===== src/rtl/execute_arbiter.sv =====
// execute_arbiter: shares one combinational Execute stage between two
// requesters. The winning operand set is latched and driven into Execute for
// one cycle. The result is then returned on a valid/ready response channel
// tagged with the requester id.
//
// Build option: define EXEC_ARB_FIXED_PRIO_EN to make requester 0 win every
// contention. In that build the round-robin pointer is removed. When the
// macro is undefined the arbiter is round-robin.
//
// state | meaning
// ------+-----------------------------------------------------------------
// IDLE  | arbitrate; a grant latches the winner's operands into out_exe_*
// EXEC  | Execute sees the latched operands; result is captured at the edge
// RESP  | response held valid until the consumer accepts it

module execute_arbiter #(
  parameter int DATA_W = 16,
  parameter int FUNC_W = 4,
  parameter int OP_W   = 2
) (
  input  logic              inp_clk,
  input  logic              inp_rst_n,
  input  logic [1:0]        inp_req_valid,
  output logic [1:0]        out_req_ready,
  input  logic              inp_req0_aluSrc,
  input  logic [OP_W-1:0]   inp_req0_aluOp,
  input  logic [FUNC_W-1:0] inp_req0_func,
  input  logic [DATA_W-1:0] inp_req0_data1,
  input  logic [DATA_W-1:0] inp_req0_data2,
  input  logic [DATA_W-1:0] inp_req0_imm,
  input  logic              inp_req1_aluSrc,
  input  logic [OP_W-1:0]   inp_req1_aluOp,
  input  logic [FUNC_W-1:0] inp_req1_func,
  input  logic [DATA_W-1:0] inp_req1_data1,
  input  logic [DATA_W-1:0] inp_req1_data2,
  input  logic [DATA_W-1:0] inp_req1_imm,
  output logic              out_exe_aluSrc,
  output logic [OP_W-1:0]   out_exe_aluOp,
  output logic [FUNC_W-1:0] out_exe_func,
  output logic [DATA_W-1:0] out_exe_data1,
  output logic [DATA_W-1:0] out_exe_data2,
  output logic [DATA_W-1:0] out_exe_imm,
  input  logic [DATA_W-1:0] inp_exe_result,
  input  logic              inp_exe_zero,
  output logic              out_rsp_valid,
  input  logic              inp_rsp_ready,
  output logic              out_rsp_id,
  output logic [DATA_W-1:0] out_rsp_result,
  output logic              out_rsp_zero
);

  typedef enum logic [1:0] {
    ST_IDLE = 2'd0,
    ST_EXEC = 2'd1,
    ST_RESP = 2'd2
  } state_t;

  state_t              state_q, state_d;
  logic                exe_alu_src_q, exe_alu_src_d;
  logic [OP_W-1:0]     exe_alu_op_q, exe_alu_op_d;
  logic [FUNC_W-1:0]   exe_func_q, exe_func_d;
  logic [DATA_W-1:0]   exe_data1_q, exe_data1_d;
  logic [DATA_W-1:0]   exe_data2_q, exe_data2_d;
  logic [DATA_W-1:0]   exe_imm_q, exe_imm_d;
  logic                rsp_valid_q, rsp_valid_d;
  logic                rsp_id_q, rsp_id_d;
  logic [DATA_W-1:0]   rsp_result_q, rsp_result_d;
  logic                rsp_zero_q, rsp_zero_d;
`ifndef EXEC_ARB_FIXED_PRIO_EN
  logic                ptr_q, ptr_d;
`endif

  logic [1:0] req_ready;
  logic       grant;
  logic       winner;

  // Accept is only offered in IDLE; contention is resolved by pointer or fixed priority.
  always_comb begin
    req_ready = 2'b00;
    if (state_q == ST_IDLE) begin
      case (inp_req_valid)
        2'b01:   req_ready = 2'b01;
        2'b10:   req_ready = 2'b10;
`ifdef EXEC_ARB_FIXED_PRIO_EN
        2'b11:   req_ready = 2'b01;
`else
        2'b11:   req_ready = ptr_q ? 2'b10 : 2'b01;
`endif
        default: req_ready = 2'b00;
      endcase
    end
  end

  assign grant  = |(inp_req_valid & req_ready);
  assign winner = req_ready[1];

  // Next-state and next-output computation for the IDLE -> EXEC -> RESP sequence.
  always_comb begin
    state_d       = state_q;
    exe_alu_src_d = exe_alu_src_q;
    exe_alu_op_d  = exe_alu_op_q;
    exe_func_d    = exe_func_q;
    exe_data1_d   = exe_data1_q;
    exe_data2_d   = exe_data2_q;
    exe_imm_d     = exe_imm_q;
    rsp_valid_d   = rsp_valid_q;
    rsp_id_d      = rsp_id_q;
    rsp_result_d  = rsp_result_q;
    rsp_zero_d    = rsp_zero_q;
`ifndef EXEC_ARB_FIXED_PRIO_EN
    ptr_d         = ptr_q;
`endif
    case (state_q)
      ST_IDLE: begin
        if (grant) begin
          if (winner) begin
            exe_alu_src_d = inp_req1_aluSrc;
            exe_alu_op_d  = inp_req1_aluOp;
            exe_func_d    = inp_req1_func;
            exe_data1_d   = inp_req1_data1;
            exe_data2_d   = inp_req1_data2;
            exe_imm_d     = inp_req1_imm;
          end else begin
            exe_alu_src_d = inp_req0_aluSrc;
            exe_alu_op_d  = inp_req0_aluOp;
            exe_func_d    = inp_req0_func;
            exe_data1_d   = inp_req0_data1;
            exe_data2_d   = inp_req0_data2;
            exe_imm_d     = inp_req0_imm;
          end
          rsp_id_d = winner;
`ifndef EXEC_ARB_FIXED_PRIO_EN
          ptr_d    = ~winner;
`endif
          state_d  = ST_EXEC;
        end
      end
      ST_EXEC: begin
        rsp_result_d = inp_exe_result;
        rsp_zero_d   = inp_exe_zero;
        rsp_valid_d  = 1'b1;
        state_d      = ST_RESP;
      end
      ST_RESP: begin
        if (inp_rsp_ready) begin
          rsp_valid_d = 1'b0;
          state_d     = ST_IDLE;
        end
      end
      default: begin
        rsp_valid_d = 1'b0;
        state_d     = ST_IDLE;
      end
    endcase
  end

  // Single state register; reset discards any in-flight response.
  always_ff @(posedge inp_clk or negedge inp_rst_n) begin
    if (!inp_rst_n) begin
      state_q       <= ST_IDLE;
      exe_alu_src_q <= 1'b0;
      exe_alu_op_q  <= '0;
      exe_func_q    <= '0;
      exe_data1_q   <= '0;
      exe_data2_q   <= '0;
      exe_imm_q     <= '0;
      rsp_valid_q   <= 1'b0;
      rsp_id_q      <= 1'b0;
      rsp_result_q  <= '0;
      rsp_zero_q    <= 1'b0;
`ifndef EXEC_ARB_FIXED_PRIO_EN
      ptr_q         <= 1'b0;
`endif
    end else begin
      state_q       <= state_d;
      exe_alu_src_q <= exe_alu_src_d;
      exe_alu_op_q  <= exe_alu_op_d;
      exe_func_q    <= exe_func_d;
      exe_data1_q   <= exe_data1_d;
      exe_data2_q   <= exe_data2_d;
      exe_imm_q     <= exe_imm_d;
      rsp_valid_q   <= rsp_valid_d;
      rsp_id_q      <= rsp_id_d;
      rsp_result_q  <= rsp_result_d;
      rsp_zero_q    <= rsp_zero_d;
`ifndef EXEC_ARB_FIXED_PRIO_EN
      ptr_q         <= ptr_d;
`endif
    end
  end

  assign out_req_ready  = req_ready;
  assign out_exe_aluSrc = exe_alu_src_q;
  assign out_exe_aluOp  = exe_alu_op_q;
  assign out_exe_func   = exe_func_q;
  assign out_exe_data1  = exe_data1_q;
  assign out_exe_data2  = exe_data2_q;
  assign out_exe_imm    = exe_imm_q;
  assign out_rsp_valid  = rsp_valid_q;
  assign out_rsp_id     = rsp_id_q;
  assign out_rsp_result = rsp_result_q;
  assign out_rsp_zero   = rsp_zero_q;

endmodule


===== config.mk =====
export PLATFORM = sky130hd
export DESIGN_NAME = execute_arbiter
export DESIGN_NICKNAME = d
export VERILOG_FILES = /design/src/rtl/execute_arbiter.sv
export SDC_FILE = /design/constraint.sdc
export NUM_CORES = 1
export LEC_CHECK = 0
export CAP_MARGIN = 20
export CORE_MARGIN = 2
export CORE_UTILIZATION = 27
export CTS_CLUSTER_DIAMETER = 200
export DETAILED_ROUTE_END_ITERATION = 16
export DONT_BUFFER_PORTS = 1
export PLACE_DENSITY = 0.45
export RECOVER_POWER = 100
export SETUP_SLACK_MARGIN = 0.3
export SLEW_MARGIN = 10
export SYNTH_ARGS = -nofsm -noshare
export SYNTH_HDL_FRONTEND = slang
export SYNTH_SLANG_ARGS = --single-unit
export TNS_END_PERCENT = 50

===== constraint.sdc =====
create_clock -name inp_clk -period 3.25 [get_ports inp_clk]
set_clock_uncertainty 0.2 [all_clocks]
set_input_delay 0.65 -clock inp_clk [delete_from_list [all_inputs] [get_ports inp_clk]]
set_output_delay 0.65 -clock inp_clk [all_outputs]
set_load 0.02 [all_outputs]

==> Word-level counts from Yosys, hierarchy flattened <==
Index checks and enable logic that the tools add are counted.
{ "classes": {"n_eq_ne": 7, "reduce_logical": 5, "bitwise_logic": 3, "muxes": 14} }
{ "ops": {"columns": ["cell", "n"], "rows": [
  ["16-bit 2-to-1 mux", 3],
  ["2-bit case mux with 3 select lines", 2],
  ["2-bit 2-to-1 mux", 5],
  ["2-bit == test (second input constant)", 3],
  ["2-bit AND reduction", 3],
  ["2-bit by 1-bit == test with 1-bit output (second input constant)", 2],
  ["4-bit 2-to-1 mux", 1],
  ["2-bit inequality test (second input constant)", 2],
  ["1-bit case mux with 3 select lines", 1],
  ["2-bit AND", 1],
  ["2-bit logical NOT", 1],
  ["1-bit 2-to-1 mux", 2],
  ["1-bit inverter", 2],
  ["2-bit OR reduction", 1]
]} }
{ "totals": {"wordCells": 41, "regBits": 77, "output_inout_bits": 76, "in_bits": 132} }

==> Depth between registers and ports, before layout <==
Gate-level depths: netlist of run 1.
{ "depth": {"word_depth": 7, "mapped_depth": 6, "depth_no_buf": 3} }

==> Least setup slack after synthesis of run 1 <==
No wires, ideal clock.
{ "synth_path": {"path_kind": "input to output", "from": "in inp_req_valid[1]", "to": "out out_req_ready[0]", "path_slack_ns": 1.149, "required_time_ns": 2.400, "n_path_buf": 1, "arrival_time_ns": 1.251, "cell_stages": 3, "path_cell_list": "nand2_1 and3_1 clkbuf_1"} }
{ "synth_between": {"elab_chain_cells": 3, "elab_cells_between_ends": 5, "cone_classes": "eq/ne (3); mux (2)"} }
{ "synth_rtl": {"columns": ["element", "line", "source"], "rows": [
  ["from (decl)", "23", "input logic [1:0] inp_req_valid,"],
  ["2-bit == test / 2-bit by 1-bit == test with 1-bit output (equally long branches)", "81", "case (inp_req_valid)"],
  ["2-bit case mux with 3 select lines *", "81", null],
  ["2-bit 2-to-1 mux *", "80", "if (state_q == ST_IDLE) begin"],
  ["to (decl)", "24", "output logic [1:0] out_req_ready,"]
]} }
Every way passes the cells marked *; elsewhere a longest branch is shown, timed or not.

==> Final worst setup path of run 1 <==
{ "layout_path": {"from": "reg state_q[1]", "to": "reg exe_data1_q[10], in the netlist out_exe_data1[10]"} }
{ "layout_between": {"elab_chain_cells": 5, "elab_cells_between_ends": 6, "cone_classes": "mux (2); bitwise (1); reduce/logical (3)"} }
{ "layout_rtl": {"columns": ["element", "line", "source"], "rows": [
  ["from (decl)", "58", "state_t state_q, state_d;"],
  ["from (signal assigned)", "175", "state_q <= state_d;"],
  ["2-bit logical NOT *", "80", null],
  ["2-bit 2-to-1 mux *", "80", null],
  ["net out_req_ready[1]", "24", null],
  ["2-bit AND", "94", "assign grant = |(inp_req_valid & req_ready);"],
  ["2-bit OR reduction", "94", null],
  ["2-bit AND reduction (no source line)", null, null],
  ["to (signal assigned)", "179", "exe_data1_q <= exe_data1_d;"],
  ["to (decl)", "62", "logic [DATA_W-1:0] exe_data1_q, exe_data1_d;"]
]} }
The timed path passes the listed nets; every way through them passes the cells marked *.
A chain may end at the register's enable or synchronous reset.

==> out/qor.txt, run 1 <==
run status - finished with violations
violated checks - max-capacitance violations, max-slew violations
RSZ-0062 raised after global routing - no
Placement Setup Slack - 0.9592 ns
Finished Layout Cells - 389
slew margin rel. - -0.2806
total global routing overflow - 0
share of layout cells above drive strength 1 - 0.1653
cell area after layout - 0.003777 mm2
Worst Path Required - 3.32 ns
slowest stage cell on the critical path - clkbuf_2
CP max stage delay - 0.68 ns
placed cells - 373
Worst Path Class, Setup - reg2reg
post-route clock period utilization - 0.7716
fin worst setup slack - 0.7423 ns
CP endpoint kind - flop
# nets final - 370
cts bufs inserted - 9
Initial Util - 0.2758
WL final - 8.670 mm
Pwr Total - 4.854 mW
largest cells by area after synthesis - dfrtp_1 (58%), a221o_1 (17%), o21a_1 (13%), mux2_2 (5.8%), buf_2 (1.7%)
fmax - 398.8 MHz
crit path launch - state_q[1]
gr usage total - 0.1297
Placer Congestion - 0.6954
die width - 114.8 um
synth-to-layout area growth - 14.01%
setup TNS - 0 ns
H-tree levels - 3
CP Max Fanout - 30
Die Span Y - 114.8 um
Synth Warn # - 0
Slew @ Worst Pin - 1.921 ns
buffers from clock root to sink, at most - 2
synthesized area - 0.003313 mm2
post-route core utilization - 0.3145
syn avg cell area - 13.36 um2
DP Area - 0.003431 mm2
Tmin final - 2.508 ns
top-level port count - 208
Num Clock Sinks - 77
# fillers - 1184
# port buffers - 0
largest net degree at the start of global routing - 78
die area - 0.01317 mm2
worst hold slack - 0.2549 ns
hold path start - inp_req0_imm[14]
Fin. Hold Viols - 0
Starting DRT DRC Count - 85
first-pass GRT wire length - 12.70 mm
Wirelength per Cell - 22.29 um
#FFs+latches synth - 77
worst path cell trace - nor2_1 > and3_2 > clkbuf_2 > a221o_1
core area - 0.01201 mm2
CTS tree - done
Max Cap Viol - 1
final antenna-violating net count - 0
Sequential Area - 0.001927 mm2
clock-pin slew on the worst setup and hold paths - 0.06 ns
multi-input logic area - 0.001257 mm2
CP arrival - 2.58 ns
TritonRoute pass-1 iters - 5
Residual DRC - 0
count of different cell masters after synthesis - 16
area fraction of the dominant cell type after synthesis - 0.5816
Final Max Tran Viols - 78
root buffer cell - clkbuf_16
Worst Setup Start Kind - flop
Worst-Skew Late Latency - 0.33 ns
reg2reg start - state_q[1]
placed wire-length estimate - 5.864 mm
postcts setup bufs - 0
Synth area leader - dfrtp_1
Worst VDD drop - 414.4 uV
power density of the placed cells - 1285 mW/mm2
Setup-failing EPs final - 0
# rows - 40
n_diodes - 0
initial antenna violation count - 0
vias per cell - 5.771
Hold WC Path Type - in2reg
Mapped Nets - 380
number of global-route vias before repair - 2233
Syn Inst Count - 248
via count - 2245
leak pwr - 1.567 nW
Seq/Total Area, Yosys - 0.5816
[timing repair]
| item | 4_1_cts | 5_1_grt |
|---|---|---|
| endpoints found under the hold margin | 77 | 0 |
| hold buffers | 1 | 0 |
| gates resized for setup | 0 | 0 |
[cells in the mapped netlist (all sizes together)]
master  count
o21a       56
mux2       17
nor2b       1
a21o        1
nand2       1
nand2b      3
o21ai       3
dfrtp      77
a221o      55
buf        14
nor2        4
clkbuf     13
or2         1
and3        2
[final timing paths]
check                           cells after the start  slack (ns)            endpoint
min in group asynchronous                           1        0.64  out_rsp_result[13]
worst min register to register                      2        0.35               ptr_q
worst max-delay path                                4        0.74   out_exe_data1[10]
max in group asynchronous                           1        1.05          out_rsp_id
worst min-delay path                                1        0.25     out_exe_imm[14]
worst max register to register                      4        0.74   out_exe_data1[10]
[report_power, final]
part	total (mW)	leakage (nW)	switching, mW	internal [mW]
Sequential	2.35	0.939	0.911	1.43
Combinational	1.34	0.456	0.621	0.720
Clock	1.17	0.172	0.381	0.786
[layout by cell type, fill, tap and decap left out, types with 2 or more instances in the layout]
cell,instances
o21a_1,56
a221o_1,55
nand2b_1,3
clkbuf_2,2
and3_2,2
dfrtp_1,77
nor2_1,3
o21ai_0,3
clkbuf_8,2
clkbuf_16,9
mux2_2,17
buf_12,2
bufinv_16,3
[cell type report]
cell class | count | share of cell area
Clock inverter | 4 | 0.02517
Tap cell | 147 | 0.04869
Multi-Input combinational cell | 144 | 0.3329
Timing Repair Buffer | 6 | 0.01623
Clock buffer | 11 | 0.06691
Sequential cell | 77 | 0.5101
[layer usage]
metal | share of wire | GRT usage
met3 | 0.12 | 0.07222
met2 | 0.49 | 0.2142
met5 | 0 | 0
met4 | 0.0055 | 0.04337
met1 | 0.39 | 0.1421
[kinds of logic (layout without fill, tap and decap cells)]
kind of cell | Yosys count | after routing | synth area share
AOI/OAI and AO/OA | 115 | 115 | 0.2998
DFF | 77 | 77 | 0.5816
buffers and inverters | 27 | 21 | 0.04191
muxes | 17 | 17 | 0.05778
and+or+nand+nor | 12 | 12 | 0.01888
[worst max-delay path: cells and delay by family (launching register included)]
family,cells,cell delay [ns]
buffers and inverters,1,0.68
DFF,1,0.41
and+or+nand+nor,2,0.87
AOI/OAI and AO/OA,1,0.27
[registers in the layout (all words and copies together), names as in the netlist]
register        cells
out_exe_data1      16
out_exe_data2      16
out_exe_imm        16
out_rsp_result     16
out_exe_func        4
out_exe_aluOp       2
state_q             2
out_exe_aluSrc      1
out_rsp_id          1
out_rsp_valid       1
out_rsp_zero        1
ptr_q               1
Power figures use the tool's default switching activity.
==> inputs of run 2 (changes only) <==
- clock period: 3.25 -> 2.6 ns (I/O delays scaled with it)
==> out/qor.txt, run 2 (synthesis results as in run 1) <==
share of layout cells above drive strength 1 - 0.1605 (-0.004795)
Final Max Tran Viols - 0 (-100%)
Fin. Hold Viols - 77 (+77)
Num Clock Sinks - 77 (unchanged)
setup TNS - 0 ns (unchanged)
DP Area - 0.003438 mm2 (+0.22%)
H-tree levels - 3 (unchanged)
Placer Congestion - 0.6930 (-0.35%)
# port buffers - 0 (unchanged)
CP endpoint kind - output pin
placed wire-length estimate - 5.630 mm (-4.0%)
RSZ-0062 raised after global routing - no
slowest stage cell on the critical path - and3_2
Placement Setup Slack - 0.5130 ns (-0.4462 ns)
# nets final - 370 (unchanged)
worst path cell trace - nor2_1 > and3_2
cts bufs inserted - 9 (unchanged)
Worst R2R Path Depth - 3 (-1)
final antenna-violating net count - 0 (unchanged)
Worst Path Required - 1.88 ns (-1.44 ns)
largest net degree at the start of global routing - 78 (unchanged)
Tmin final - 2.299 ns
Initial Util - 0.2758 (unchanged)
most frequent cells in the layout - dfrtp_1 (77), o21a_1 (56), a221o_1 (55)
Worst VDD drop - 578.8 uV (+40%)
gr usage total - 0.1260 (-0.003736)
core area - 0.01201 mm2 (unchanged)
post-route clock period utilization - 0.8844
Slew @ Worst Pin - 1.182 ns (-0.7393 ns)
Finished Layout Cells - 390 (+0.26%)
run status - finished with violations
# rows - 40 (unchanged)
n_diodes - 0 (unchanged)
Starting DRT DRC Count - 119 (+40%)
Die Span Y - 114.8 um (unchanged)
Wirelength per Cell - 21.65 um (-2.9%)
synth-to-layout area growth - 12.27%
Residual DRC - 0 (unchanged)
most common cell after layout, fill and taps aside - dfrtp_1
Worst Path Class, Setup - reg2out
WL final - 8.444 mm (-2.6%)
TritonRoute pass-1 iters - 4 (-1)
top-level port count - 208 (unchanged)
worst hold slack - -0.3247 ns (-0.5796 ns)
buffers from clock root to sink, at most - 2 (unchanged)
clock-pin slew on the worst setup and hold paths - 0.06 ns (about the same)
Setup-failing EPs final - 0 (unchanged)
Worst Setup Start Kind - flop
CP max stage delay - 0.65 ns (-0.03 ns)
violated checks - negative hold slack
vias per cell - 5.649 (-2.1%)
power density of the placed cells - 1559 mW/mm2 (+21%)
Worst-Skew Late Latency - 0.34 ns (about the same)
root buffer cell - clkbuf_16
Hold WC Path Type - in2async
cell area after layout - 0.003720 mm2 (-1.5%)
number of global-route vias before repair - 2184 (-2.2%)
fmax - 434.9 MHz
total global routing overflow - 0 (unchanged)
first-pass GRT wire length - 12.45 mm (-2.0%)
Max Cap Viol - 0 (-1)
via count - 2203 (-1.9%)
CP arrival - 1.58 ns (-1.00 ns)
CTS tree - done
initial antenna violation count - 0 (unchanged)
leak pwr - 1.538 nW (-1.8%)
die width - 114.8 um (unchanged)
fin worst setup slack - 0.3005 ns (-0.4418 ns)
die area - 0.01317 mm2 (unchanged)
placed cells - 374 (+0.27%)
slew margin rel. - 0.2123 (+0.4929)
CP Max Fanout - 28 (-6.7%)
## run 2: cell count changes in the layout (fill, tap and decap cells not counted)
| cell | previous run | this run |
|---|---|---|
| bufinv_16 | 3 | 1 |
| buf_4 | 1 | 3 |
| clkbuf_8 | 2 | 0 |
| clkbuf_1 | 1 | 4 |
| clkinv_4 | 0 | 1 |
| clkinv_2 | 1 | 2 |
| clkbuf_2 | 2 | 0 |
| or2_2 | 0 | 1 |
| or2_0 | 1 | 0 |
## run 2: worst paths after layout
kind / startpoint / endpoint / slack (ns)
max in group asynchronous: inp_rst_n / out_exe_data2[2] / 2.42
min in group inp_clk: inp_req0_imm[7] / out_exe_imm[7] / 0.12
min reg2reg: ptr_q / ptr_q / 0.34
max reg2reg: state_q[1] / out_exe_imm[1] / 0.51
max: state_q[1] / out_req_ready[0] / 0.30
min: inp_rst_n / out_rsp_result[13] / -0.32
## run 2: metrics by stage
stage,power (mW),util
floorplan,4.266,-
global placement,4.582,0.2863
detailed placement,4.635,0.2863
CTS,5.893,0.3103
global route,6.182,0.3097
finish,5.799,0.3097
## run 2: layout make-up
type	count	area (um2)
clock buffers	12	236.5
well taps	147	183.9
flip-flops and latches	77	1927
fillers	1185	8292
multi-input cells	144	1257
repair buffers	6	66.31
clock inverters	4	48.80
## run 2: worst max-delay path: cells and delay by family (launching register included)
family | cells | cell delay, ns
DFF | 1 | 0.41
and+or+nand+nor | 2 | 0.83
## run 2: layer usage
metal / vias to the layer above / track usage / part of all wire
li1: 955 / - / -
met1: 1091 / 0.1412 / 0.39
met2: 149 / 0.1933 / 0.47
met3: 8 / 0.07749 / 0.13
met4: 0 / 0.05301 / 0.012
met5: - / 0 / 0
## run 2: power breakdown
part | internal [mW] | switching [mW]
logic | 0.899 | 0.758
clock network | 0.742 | 0.476
registers | 1.79 | 1.13
## run 2: timing repair
action                                  CTS  global route
hold endpoints to repair                 77            77
endpoints found under the setup margin    1             0
buffers inserted                          0             0
gates resized for setup                   1             0
==> inputs of run 3 (changes only) <==
- PLACE_DENSITY: 0.45 -> 0.47
- clock period: 2.6 -> 2.05 ns (I/O delays scaled with it)
==> out/qor.txt, run 3 (synthesis results as in run 1) <==
power density of the placed cells - 1931 mW/mm2 (+24%)
# port buffers - 0 (unchanged)
die width - 114.8 um (unchanged)
Pwr Total - 8.424 mW (+45%)
CP arrival - 1.94 ns (+0.36 ns)
Num Clock Sinks - 77 (unchanged)
total global routing overflow - 0 (unchanged)
Worst-Skew Late Latency - 0.33 ns (about the same)
CP endpoint kind - flop
Max Cap Viol - 0 (unchanged)
TritonRoute pass-1 iters - 4 (unchanged)
Fin. Hold Viols - 77 (unchanged)
share of layout cells above drive strength 1 - 0.2020 (+0.04153)
worst path cell trace - buf_6 > or2_4 > buf_12 > clkbuf_4 > o21a_1 > a221o_1
Die Span Y - 114.8 um (unchanged)
clock-pin slew on the worst setup and hold paths - 0.06 ns (about the same)
run status - finished with violations
Worst R2R Path Depth - 6 (+3)
most frequent cells in the layout - dfrtp_1 (77), o21a_1 (56), a221o_1 (55)
violated checks - negative hold slack
via count - 2539 (+15%)
cts bufs inserted - 9 (unchanged)
Hold WC Path Type - in2async
Initial Util - 0.2758 (unchanged)
first-pass GRT wire length - 15.11 mm (+21%)
fmax - 518.7 MHz
Finished Layout Cells - 444 (+14%)
Worst VDD drop - 593.3 uV (+2.5%)
H-tree levels - 3 (unchanged)
leak pwr - 1.835 nW (+19%)
n_diodes - 0 (unchanged)
Tmin final - 1.928 ns
CP max stage delay - 0.41 ns (-0.24 ns)
Slew @ Worst Pin - 0.4206 ns (-0.7609 ns)
die area - 0.01317 mm2 (unchanged)
post-route core utilization - 0.3632 (+0.05354)
Residual DRC - 0 (unchanged)
Worst Setup Start Kind - flop
slowest stage cell on the critical path - dfrtp_1
largest net degree at the start of global routing - 78 (unchanged)
Worst Path Required - 2.07 ns (+0.19 ns)
final antenna-violating net count - 0 (unchanged)
placed wire-length estimate - 5.987 mm (+6.3%)
# rows - 40 (unchanged)
Wirelength per Cell - 24.12 um (+11%)
Setup-failing EPs final - 0 (unchanged)
post-route clock period utilization - 0.9404
flop2flop setup slack - 0.12 ns (-0.39 ns)
CP Max Fanout - 8 (-71%)
reg2reg start - state_q[0]
Worst Path Class, Setup - reg2reg
slew margin rel. - 0.7196 (+0.5073)
# nets final - 425 (+15%)
vias per cell - 5.718 (+1.2%)
CTS tree - done
number of global-route vias before repair - 2546 (+17%)
RR Endpoint - out_exe_data1[11]
Final Max Tran Viols - 0 (unchanged)
core area - 0.01201 mm2 (unchanged)
synth-to-layout area growth - 31.68%
buffers from clock root to sink, at most - 2 (unchanged)
most common cell after layout, fill and taps aside - dfrtp_1
Starting DRT DRC Count - 141 (+18%)
RSZ-0062 raised after global routing - yes
initial antenna violation count - 0 (unchanged)
Placer Congestion - 0.6629 (-4.3%)
top-level port count - 208 (unchanged)
setup TNS - 0 ns (unchanged)
gr usage total - 0.1573 (+0.03136)
root buffer cell - clkbuf_16
WL final - 10.71 mm (+27%)
fin worst setup slack - 0.1221 ns (-0.1784 ns)
placed cells - 376 (+0.53%)
worst hold slack - -0.4312 ns (-0.1065 ns)
Placement Setup Slack - 0.2135 ns (-0.2995 ns)
run 3: changes by cell type in the layout (fill, tap and decap cells not counted), sizes merged:
cell,before,now
buf,5,16
bufbuf,0,2
bufinv,1,2
clkbuf,13,20
dlygate4sd3,0,33
run 3: worst max path at each step:
stage                     depth (start not counted)                 to  startpoint
after floorplan                                   6   out_exe_data2[0]  state_q[1]
after global placement                            4   out_exe_data2[0]  state_q[0]
after detailed placement                          4  out_exe_data2[11]  state_q[1]
after CTS                                         3   out_req_ready[0]  state_q[0]
after global routing                              6     out_exe_imm[9]  state_q[0]
final                                             6  out_exe_data1[11]  state_q[0]
run 3: through the flow:
stage / instance area [um2] / hold WS [ns]
after floorplan: 3313 / -0.08559
after global placement: 3453 / -0.08401
after detailed placement: 3453 / -0.08389
after CTS: 4442 / -0.4541
after global routing: 4363 / -0.4591
final: 4363 / -0.4312
run 3: repair_timing:
| item | CTS | global route |
|---|---|---|
| resized for setup | 14 | 3 |
| hold endpoints to repair | 94 | 78 |
| setup endpoints to repair | 57 | 59 |
| gates cloned | 7 | 2 |
| buffers inserted | 10 | 1 |
| hold buffers | 32 | 1 |
| pin swaps | 3 | 30 |
run 3: final cells by class:
cell class	instances	area [um2]
fill	1163	7649
clock buffer	10	239.0
clock inverter	5	75.07
sequential	77	1927
tap	147	183.9
timing repair buffer	61	668.1
multi-input combinational	144	1270
run 3: report_power, final:
| part | switching (mW) | leakage, nW | total, mW | internal (mW) |
|---|---|---|---|---|
| sequential | 1.47 | 0.939 | 3.74 | 2.27 |
| clock | 0.621 | 0.158 | 1.71 | 1.09 |
| combinational | 1.28 | 0.738 | 2.98 | 1.69 |
| total | 3.37 | 1.84 | 8.42 | 5.05 |
run 3: metal layers:
layer / routed length (um) / global-route usage / vias up
met1: 4137 / 0.1932 / 1260
met2: 5189 / 0.2540 / 187
met3: 1063 / 0.04586 / 20
met4: 318 / 0.07711 / 0
met5: 0 / 0 / -
li1: - / - / 1072
run 3: critical path: cells and delay by family (launching register included):
| family | cells | cell delay [ns] |
|---|---|---|
| buffers and inverters | 3 | 0.47 |
| AOI/OAI and AO/OA | 2 | 0.44 |
| DFF | 1 | 0.41 |
| and+or+nand+nor | 1 | 0.28 |
